<file path="src/rtl/unum_pkg.sv">
// Shared types and constants for the 32-bit posit (es=3) decode/encode path.
// unum_to_ieee is used by unum_decoder when UNUM_DECODER_IEEE_EN is defined.
package unum_pkg;

    localparam int UNUM_W       = 32;
    localparam int UNUM_ES      = 3;
    localparam int UNUM_FRAC_W  = 26;
    localparam int UNUM_SCALE_W = 9;

    localparam logic [UNUM_W-1:0] UNUM_NAR  = 32'h8000_0000;
    localparam logic [UNUM_W-1:0] UNUM_ZERO = 32'h0;

    typedef struct packed {
        logic                    sign;
        logic [UNUM_SCALE_W-1:0] scale;
        logic [UNUM_FRAC_W-1:0]  frac;
        logic                    is_zero;
        logic                    is_nar;
    } unum_fields_t;

    typedef struct packed {
        logic          sign;
        logic          is_zero;
        logic          is_nar;
        logic [UNUM_W-2:0] body;
    } unum_s1_t;

    typedef struct packed {
        logic                   sign;
        logic                   is_zero;
        logic                   is_nar;
        logic [5:0]             k;
        logic [UNUM_ES-1:0]     e;
        logic [UNUM_FRAC_W-1:0] frac;
    } unum_s2_t;

    // Saturates to max finite above the single range, flushes to zero below it.
    function automatic logic [31:0] unum_to_ieee(input unum_fields_t f);
        logic [31:0] res;
        logic [8:0]  bexp;
        bexp = f.scale + 9'd127;
        if (f.is_nar)
            res = 32'h7FC0_0000;
        else if (f.is_zero)
            res = 32'h0;
        else if ($signed(f.scale) > 9'sd127)
            res = {f.sign, 31'h7F7F_FFFF};
        else if ($signed(f.scale) < -9'sd126)
            res = {f.sign, 31'h0};
        else
            res = {f.sign, bexp[7:0], f.frac[25:3]};
        return res;
    endfunction

endpackage

</file>
<file path="src/rtl/unum_regime_lzc.sv">
// Regime run-length counter: length of the leading run of body[30]
// across the 31-bit posit body, built from 4-bit NLC groups.
module unum_regime_lzc (
    input  logic [30:0] body_i,
    output logic [4:0]  run_o,
    output logic        pol_o
);

    logic [31:0]      x;
    logic [7:0]       nz;
    logic [7:0][1:0]  pos;
    logic             found;

    assign pol_o = body_i[30];
    // Sentinel 1 in the LSB caps the count at 31 for an all-ones body.
    assign x = {body_i ^ {31{body_i[30]}}, 1'b1};

    genvar g;
    for (g = 0; g < 8; g++) begin : g_nlc
        logic [3:0] nib;
        assign nib    = x[31-4*g -: 4];
        assign nz[g]  = |nib;
        assign pos[g] = nib[3] ? 2'd0 :
                        nib[2] ? 2'd1 :
                        nib[1] ? 2'd2 : 2'd3;
    end

    always_comb begin
        run_o = {3'd7, pos[7]};
        found = 1'b0;
        for (int i = 0; i < 8; i++) begin
            if (!found && nz[i]) begin
                run_o = {3'(i), pos[i]};
                found = 1'b1;
            end
        end
    end

endmodule

</file>
<file path="src/rtl/unum_decoder.sv">
// 3-stage posit32 (es=3) decoder with valid/ready on both sides.
// UNUM_DECODER_IEEE_EN adds a registered IEEE-754 single output ieee_o.
module unum_decoder
    import unum_pkg::*;
(
    input  logic                    clk,
    input  logic                    rst,
    input  logic                    in_valid,
    output logic                    in_ready,
    input  logic [UNUM_W-1:0]       unum_i,
    output logic                    out_valid,
    input  logic                    out_ready,
    output logic                    sign_o,
    output logic [UNUM_SCALE_W-1:0] scale_o,
    output logic [UNUM_FRAC_W-1:0]  frac_o,
    output logic                    is_zero_o,
    output logic                    is_nar_o
`ifdef UNUM_DECODER_IEEE_EN
    ,
    output logic [31:0]             ieee_o
`endif
);

    logic         adv;
    unum_s1_t     s1_d, s1_q;
    unum_s2_t     s2_d, s2_q;
    unum_fields_t out_d, out_q;
    logic         s1_v_q, s2_v_q, out_v_q;
    logic [4:0]   run;
    logic         pol;

    assign adv      = !out_v_q || out_ready;
    assign in_ready = adv;

    always_comb begin
        s1_d         = '0;
        s1_d.sign    = unum_i[31];
        s1_d.is_zero = (unum_i == UNUM_ZERO);
        s1_d.is_nar  = (unum_i == UNUM_NAR);
        s1_d.body    = unum_i[31] ? ~unum_i[30:0] + 31'd1 : unum_i[30:0];
    end

    unum_regime_lzc u_lzc (
        .body_i (s1_q.body),
        .run_o  (run),
        .pol_o  (pol)
    );

    // Bits 30:29 always belong to the regime, so shift the rest by run-1.
    always_comb begin
        s2_d         = '0;
        s2_d.sign    = s1_q.sign;
        s2_d.is_zero = s1_q.is_zero;
        s2_d.is_nar  = s1_q.is_nar;
        s2_d.k       = pol ? {1'b0, run} - 6'd1 : 6'd0 - {1'b0, run};
        {s2_d.e, s2_d.frac} = s1_q.body[28:0] << (run - 5'd1);
    end

    always_comb begin
        out_d         = '0;
        out_d.is_zero = s2_q.is_zero;
        out_d.is_nar  = s2_q.is_nar;
        if (s2_q.is_nar) begin
            out_d.sign = 1'b1;
        end else if (!s2_q.is_zero) begin
            out_d.sign  = s2_q.sign;
            out_d.scale = {s2_q.k, s2_q.e};
            out_d.frac  = s2_q.frac;
        end
    end

    always_ff @(posedge clk) begin
        if (rst) begin
            s1_v_q  <= 1'b0;
            s2_v_q  <= 1'b0;
            out_v_q <= 1'b0;
            s1_q    <= '0;
            s2_q    <= '0;
            out_q   <= '0;
        end else if (adv) begin
            s1_v_q  <= in_valid;
            s2_v_q  <= s1_v_q;
            out_v_q <= s2_v_q;
            s1_q    <= s1_d;
            s2_q    <= s2_d;
            out_q   <= out_d;
        end
    end

`ifdef UNUM_DECODER_IEEE_EN
    logic [31:0] ieee_d, ieee_q;

    assign ieee_d = unum_to_ieee(out_d);

    always_ff @(posedge clk) begin
        if (rst)
            ieee_q <= '0;
        else if (adv)
            ieee_q <= ieee_d;
    end

    assign ieee_o = ieee_q;
`endif

    assign out_valid = out_v_q;
    assign sign_o    = out_q.sign;
    assign scale_o   = out_q.scale;
    assign frac_o    = out_q.frac;
    assign is_zero_o = out_q.is_zero;
    assign is_nar_o  = out_q.is_nar;

endmodule

</file>
<file path="config.mk">
export PLATFORM = sky130hd
export DESIGN_NAME = unum_decoder
export DESIGN_NICKNAME = d
export VERILOG_FILES = /design/src/rtl/unum_pkg.sv /design/src/rtl/unum_regime_lzc.sv /design/src/rtl/unum_decoder.sv
export SDC_FILE = /design/constraint.sdc
export NUM_CORES = 1
export LEC_CHECK = 0
export ABC_AREA = 1
export CORE_MARGIN = 2
export CORE_UTILIZATION = 55
export CTS_CLUSTER_SIZE = 12
export DETAILED_ROUTE_END_ITERATION = 6
export DONT_BUFFER_PORTS = 1
export GPL_TIMING_DRIVEN = 0
export HOLD_SLACK_MARGIN = 0.1
export PLACE_DENSITY = 0.74
export SYNTH_ARGS = -nofsm -noshare
export SYNTH_HDL_FRONTEND = slang
export SYNTH_HIERARCHICAL = 1
export SYNTH_SLANG_ARGS = --single-unit
</file>
<file path="constraint.sdc">
create_clock -name clk -period 6.08 [get_ports clk]
set_clock_uncertainty 0.15 [all_clocks]
set_input_delay 1.216 -clock clk [delete_from_list [all_inputs] [get_ports clk]]
set_output_delay 1.216 -clock clk [all_outputs]
set_load 0.03 [all_outputs]
</file>
Word-level counts from Yosys, hierarchy flattened
Cells that the tools add are included.
Cells by class
  div/mod/pow operators: 0
  shift operators: 1
  multiply operators: 0
  equality and inequality tests: 1
  bitwise logic cells: 2
  order comparisons: 0
  add/sub/neg operators: 4
  reductions and logical operators: 22
  muxes and demuxes: 44
Operators with widths (number)
  $mux W5: 8
  $mux W36: 1
  $mux W35: 1
  $eq A32 B32 Y1 const B: 1
  $logic_not A32 Y1: 1
  $mux W2: 16
  $add A31 B1 Y31 const B: 1
  $mux W31: 1
  $not A31 Y31: 1
  $xor A31 B31 Y31: 1
  $shl A29 B5 Y29: 1
  $reduce_or A4 Y1: 7
  $mux W1: 16
  $logic_not A1 Y1: 7
  $logic_and A1 B1 Y1: 6
  $mux W6: 1
  $sub A1 B5 Y6 const A: 1
  $sub A5 B1 Y6 const B: 1
  $sub A5 B1 Y5 const B: 1
  $logic_or A1 B1 Y1: 1
Storage, ports and cells
  logic and storage cells: 92
  flip-flop bits (word level): 113
  bits of input ports: 36
  memories kept: 0
  output and inout port bits: 40
  bits in latches: 0
  bits in writable memories: 0
  bits in read-only memories: 0

Logic depth before layout (Yosys ltp)
  word-level depth: 24
  depth in mapped cells: 29
  depth with buffers taken out: 26

Hierarchy
The synthesis kept the hierarchy.
Modules (own cells, without submodules)
  unum_decoder: area an instance 6477.5 um^2, sequential area each 2262.2 um^2, instances 1, cells an instance 1025
  unum_regime_lzc: area an instance 913.4 um^2, sequential area each 0.0 um^2, instances 1, cells an instance 175

Worst setup path before layout
Ideal clock, no wire load.
  kind: input port to output port
  start: input port out_ready
  end: output port in_ready
  stages on the path: 4
  slack: 2.638 ns
  data arrival time: 2.076 ns
  buffers on the path: 2
  data required time: 4.714 ns
  path through: nor2_1 > inv_1 > clkbuf_1 > clkbuf_1
On the way
  longest elaborated chain between the ends: 1
RTL lines
  start, declared: line unum_decoder.sv:12  | input logic out_ready,
  $logic_or A1 B1 Y1: line unum_decoder.sv:32  | assign adv = !out_v_q || out_ready;
  end, declared: line unum_decoder.sv:9  | output logic in_ready,
No other way between the ends.

Worst setup path in the final report
  start: register s1_q[30] (netlist name)
  end: register s2_q[21] (netlist name)
On the way
  longest elaborated chain between the ends: 24
  elaborated cells on any way between the ends: 61
  classes of those cells: 1 x add/sub; 1 x shift; 39 x mux; 1 x bitwise; 19 x reduce/logical
RTL lines
  start, declared: line unum_decoder.sv:25  | unum_s1_t s1_d, s1_q;
  start signal, assigned: line unum_decoder.sv:77  | s1_q <= '0;
  start signal, assigned: line unum_decoder.sv:84  | s1_q <= s1_d;
  $xor A31 B31 Y31 (*): line unum_regime_lzc.sv:16  | assign x = {body_i ^ {31{body_i[30]}}, 1'b1};
  $reduce_or A4 Y1: line unum_regime_lzc.sv:22  | assign nz[g] = |nib;
  $mux W1: line unum_regime_lzc.sv:32  | if (!found && nz[i]) begin
  $logic_not A1 Y1: line unum_regime_lzc.sv:32
  $logic_and A1 B1 Y1: line unum_regime_lzc.sv:32
  $mux W1: line unum_regime_lzc.sv:32
  $logic_not A1 Y1: line unum_regime_lzc.sv:32
  $logic_and A1 B1 Y1: line unum_regime_lzc.sv:32
  (+9 left out)
  $mux W1: line unum_regime_lzc.sv:32
  $logic_not A1 Y1: line unum_regime_lzc.sv:32
  $logic_and A1 B1 Y1: line unum_regime_lzc.sv:32
  $mux W5 or $mux W1 (tied branches): line unum_regime_lzc.sv:32
  $mux W5 (*): line unum_regime_lzc.sv:32
  net run[4]: line unum_decoder.sv:29  | logic [4:0] run;
  $sub A5 B1 Y5 (*): line unum_decoder.sv:56  | {s2_d.e, s2_d.frac} = s1_q.body[28:0] << (run - 5'd1);
  $shl A29 B5 Y29 (*): line unum_decoder.sv:56
  end signal, assigned: line unum_decoder.sv:78  | s2_q <= '0;
  end signal, assigned: line unum_decoder.sv:85  | s2_q <= s2_d;
  end, declared: line unum_decoder.sv:26  | unum_s2_t s2_d, s2_q;
The timed path passes the listed nets; every way through them passes the cells marked *.
A chain may end at the register's enable or synchronous reset.

==> impl_metrics.ini <==
[timing]
setup_slack_ns = 1.77
timing.slew.headroom = 0.415
hold_ws_ns = 0.315
finalCriticalPeriod_ns = 4.31
hold_violations = 0
final-max-slew-violation-count = 0
rsz0062_at_grt = no
post-route-period-util = 0.709
timing.fmax_mhz = 232
fin_setup_tns_ns = 0
timing.final.setup_violations = 0
worst_slew_pin_slew_ns = 0.877

[pwr]
p_int_uw = 1920
power.static_leakage_uw = 0.00376
power.switching_uw = 1450
seq_power_share = 0.324
worst_ir_drop_vdd_v = 0.000416
power_switching_share = 0.430
power.density_nw_per_um2 = 412
power.clock.fraction = 0.285
power_frac_comb = 0.390

[final_layout]
design.final.nets = 1258
layout.cells.most_common = nand2_1
stdcell_count = 1408
drive_gt1_frac = 0.0795
layout-area-overhead-vs-synth_pct = 10.7
layout.core_utilization = 0.620
layout.cells.most_common_list = 310 x nand2_1, 170 x nand3_1, 128 x nor2_1
num_antenna_cells = 0
fill_cells = 1286

[place]
dpl.hpwl_mm = 18.7
gp_routability_congestion = 0.992
numPlacedInstances = 1376
dp_worst_setup_slack_ns = 1.89
numPortBuffers = 0

[global_route]
grt_overflow = 0
grtUsageTotal = 0.350
grt_max_degree = 17
number_of_global_route_vias_before_repair = 7548
wire_length_of_the_first_global_routing_pass_mm = 39.3
grt_antenna_before_repair = 0

[floorplanning]
std_cell_rows = 42
die-width_microns = 120
die_area_sq_um = 14400
design.core.area_sq_um = 13200
die_h_microns = 120
initial_utilization = 0.560
ioPinCount = 76

[synth]
synthesis.nets = 1239
postSynthCellCount = 1200
synth-seq-cells = 113
ys_seq_area_frac = 0.306
synth_cell_type_count = 48
mappedNetlistArea_sq_um = 7390
synth-edff-count = 0
postSynth.topFlopCell = dfxtp_1
synth_warn = 6
synth.avg_cell_area_sq_um = 6.16
share_of_synthesized_flip_flops_with_an_asynchronous_set_or_reset = 0

[drt]
viasPerCell = 5.80
drtPass1Iterations = 6
ant_nets = 0
met3RoutedLength_mm = 2.70
drtIter0Drc = 876
finalWirelength_mm = 24.7
wl_met1_mm = 11.1
dr_wl_met2_mm = 10.3
drc = 0
vias = 8165
highest_layer = met4
post_drt_wl_per_cell_microns = 17.6

[clock_tree]
tritoncts.num_buffers = 17
post_cts_resized = 0
clock-sinks = 113
clk-insertion-delay-late_ns = 0.42
cts_root_buffer = clkbuf_16
clk_pin_slew_ns = 0.06
clock_tree_from_tritoncts = built
clockBufferDepth = 2
clock_tree.htree_level_count = 4
cts-hold-fix-buffers = 0
cts_setup_buffers = 0

[worst_setup_path]
endpoint_kind = register
worst-endpoint-required_ns = 6.23
crit_path_start_kind = register
setup.worst_path.class = register to register
crit_path_max_fanout = 10
cp_data_arrival_time_ns = 4.46

[worst_hold_path]
hold_class = register to register

[status]
outcome = finished, final reports clean

[job]
cap_violations = 0
state kept, by name, indices dropped and copies added (netlist names):
name       count
sign_o         1
s2_q          36
is_zero_o      1
s2_v_q         1
out_d          2
s1_v_q         1
s1_q          34
is_nar_o       1
out_valid      1
scale_o        9
frac_o        26
synth_stat cells (all sizes together), types with 2 or more instances:
master | n | share of area
o211ai | 9 | 0.0091
dfxtp | 113 | 0.31
nand4 | 15 | 0.013
clkbuf | 34 | 0.018
a31oi | 6 | 0.0051
a21oi | 94 | 0.065
nand2 | 318 | 0.17
a211oi | 3 | 0.0030
nor3 | 4 | 0.0027
or2 | 5 | 0.0042
ha | 3 | 0.0051
nor4 | 2 | 0.0017
buf | 36 | 0.031
o21ai | 97 | 0.066
xor2 | 12 | 0.017
nand3b | 2 | 0.0020
xnor2 | 8 | 0.010
inv | 109 | 0.056
o221ai | 4 | 0.0047
nor2 | 137 | 0.077
and2 | 2 | 0.0017
o21bai | 6 | 0.0061
nand3 | 175 | 0.12
kinds of logic (layout without fill, tap and decap cells):
kind of cell,Yosys count,count (layout),share of synthesized area
flip-flops,113,113,0.306
adder cells (fa/ha/maj),3,3,0.00508
AO/OA/AOI/OAI,222,222,0.162
buffers and inverters,179,211,0.105
multiplexers,1,1,0.00152
AND/OR/NAND/NOR,662,662,0.393
XOR/XNOR,20,20,0.0273
routing by layer:
| metal | up-vias | global-route usage |
|---|---|---|
| li1 | 3974 | - |
| met3 | 61 | 0.0965 |
| met2 | 449 | 0.512 |
| met4 | 0 | 0.118 |
| met5 | - | 0 |
| met1 | 3681 | 0.494 |
through the flow:
stage / total power [uW] / instance area (sq um)
floorplan: 2000 / 7390
global placement: 2360 / 7610
CTS: 3320 / 8180
finish: 3370 / 8180
detailed placement: 2360 / 7610
global route: 3540 / 8180
power by group through the flow:
stage          Combinational [uW]  Sequential [uW]  Clock (uW)
2_1_floorplan                 939             1060           0
3_3_place_gp                 1260             1100           0
3_5_place_dp                 1260             1100           0
4_1_cts                      1270             1090         963
5_1_grt                      1440             1100         996
6_report                     1320             1090         962
final timing paths:
| path | cells after the start | to | startpoint | slack (ns) |
|---|---|---|---|---|
| setup / recovery | 23 | s2_q[21] | s1_q[30] | 1.77 |
| hold / removal | 2 | s2_q[13] | s2_q[13] | 0.31 |
| setup reg to reg | 23 | s2_q[21] | s1_q[30] | 1.77 |
| hold reg to reg | 2 | s2_q[13] | s2_q[13] | 0.31 |
critical path, cell delays in order (launching register included):
cell	delay [ns]
dfxtp_1	0.46
inv_2	0.12
buf_6	0.17
nand2_1	0.06
nand2_1	0.06
nor2_2	0.11
nand3_2	0.15
nor2_8	0.23
o21ai_1	0.11
nor2_1	0.12
nor2_1	0.06
nand3_1	0.09
buf_6	0.14
inv_4	0.04
buf_6	0.13
buf_6	0.14
ha_1	0.34
inv_2	0.19
buf_1	0.43
nand3_1	0.21
nand3_1	0.11
nand2_1	0.08
a211oi_1	0.41
nor2_1	0.08
area by class of cell:
| cell class | count | area (sq um) | area share |
|---|---|---|---|
| inverters | 109 | 412 | 0.0503 |
| clock inverters | 13 | 140 | 0.0171 |
| clock buffers | 19 | 433 | 0.0529 |
| well taps | 176 | 220 | 0.0269 |
| plain buffers | 70 | 363 | 0.0443 |
| multi-input cells | 908 | 4350 | 0.532 |
| flip-flops and latches | 113 | 2260 | 0.276 |
Note: power is estimated with default switching activity, not from simulation.
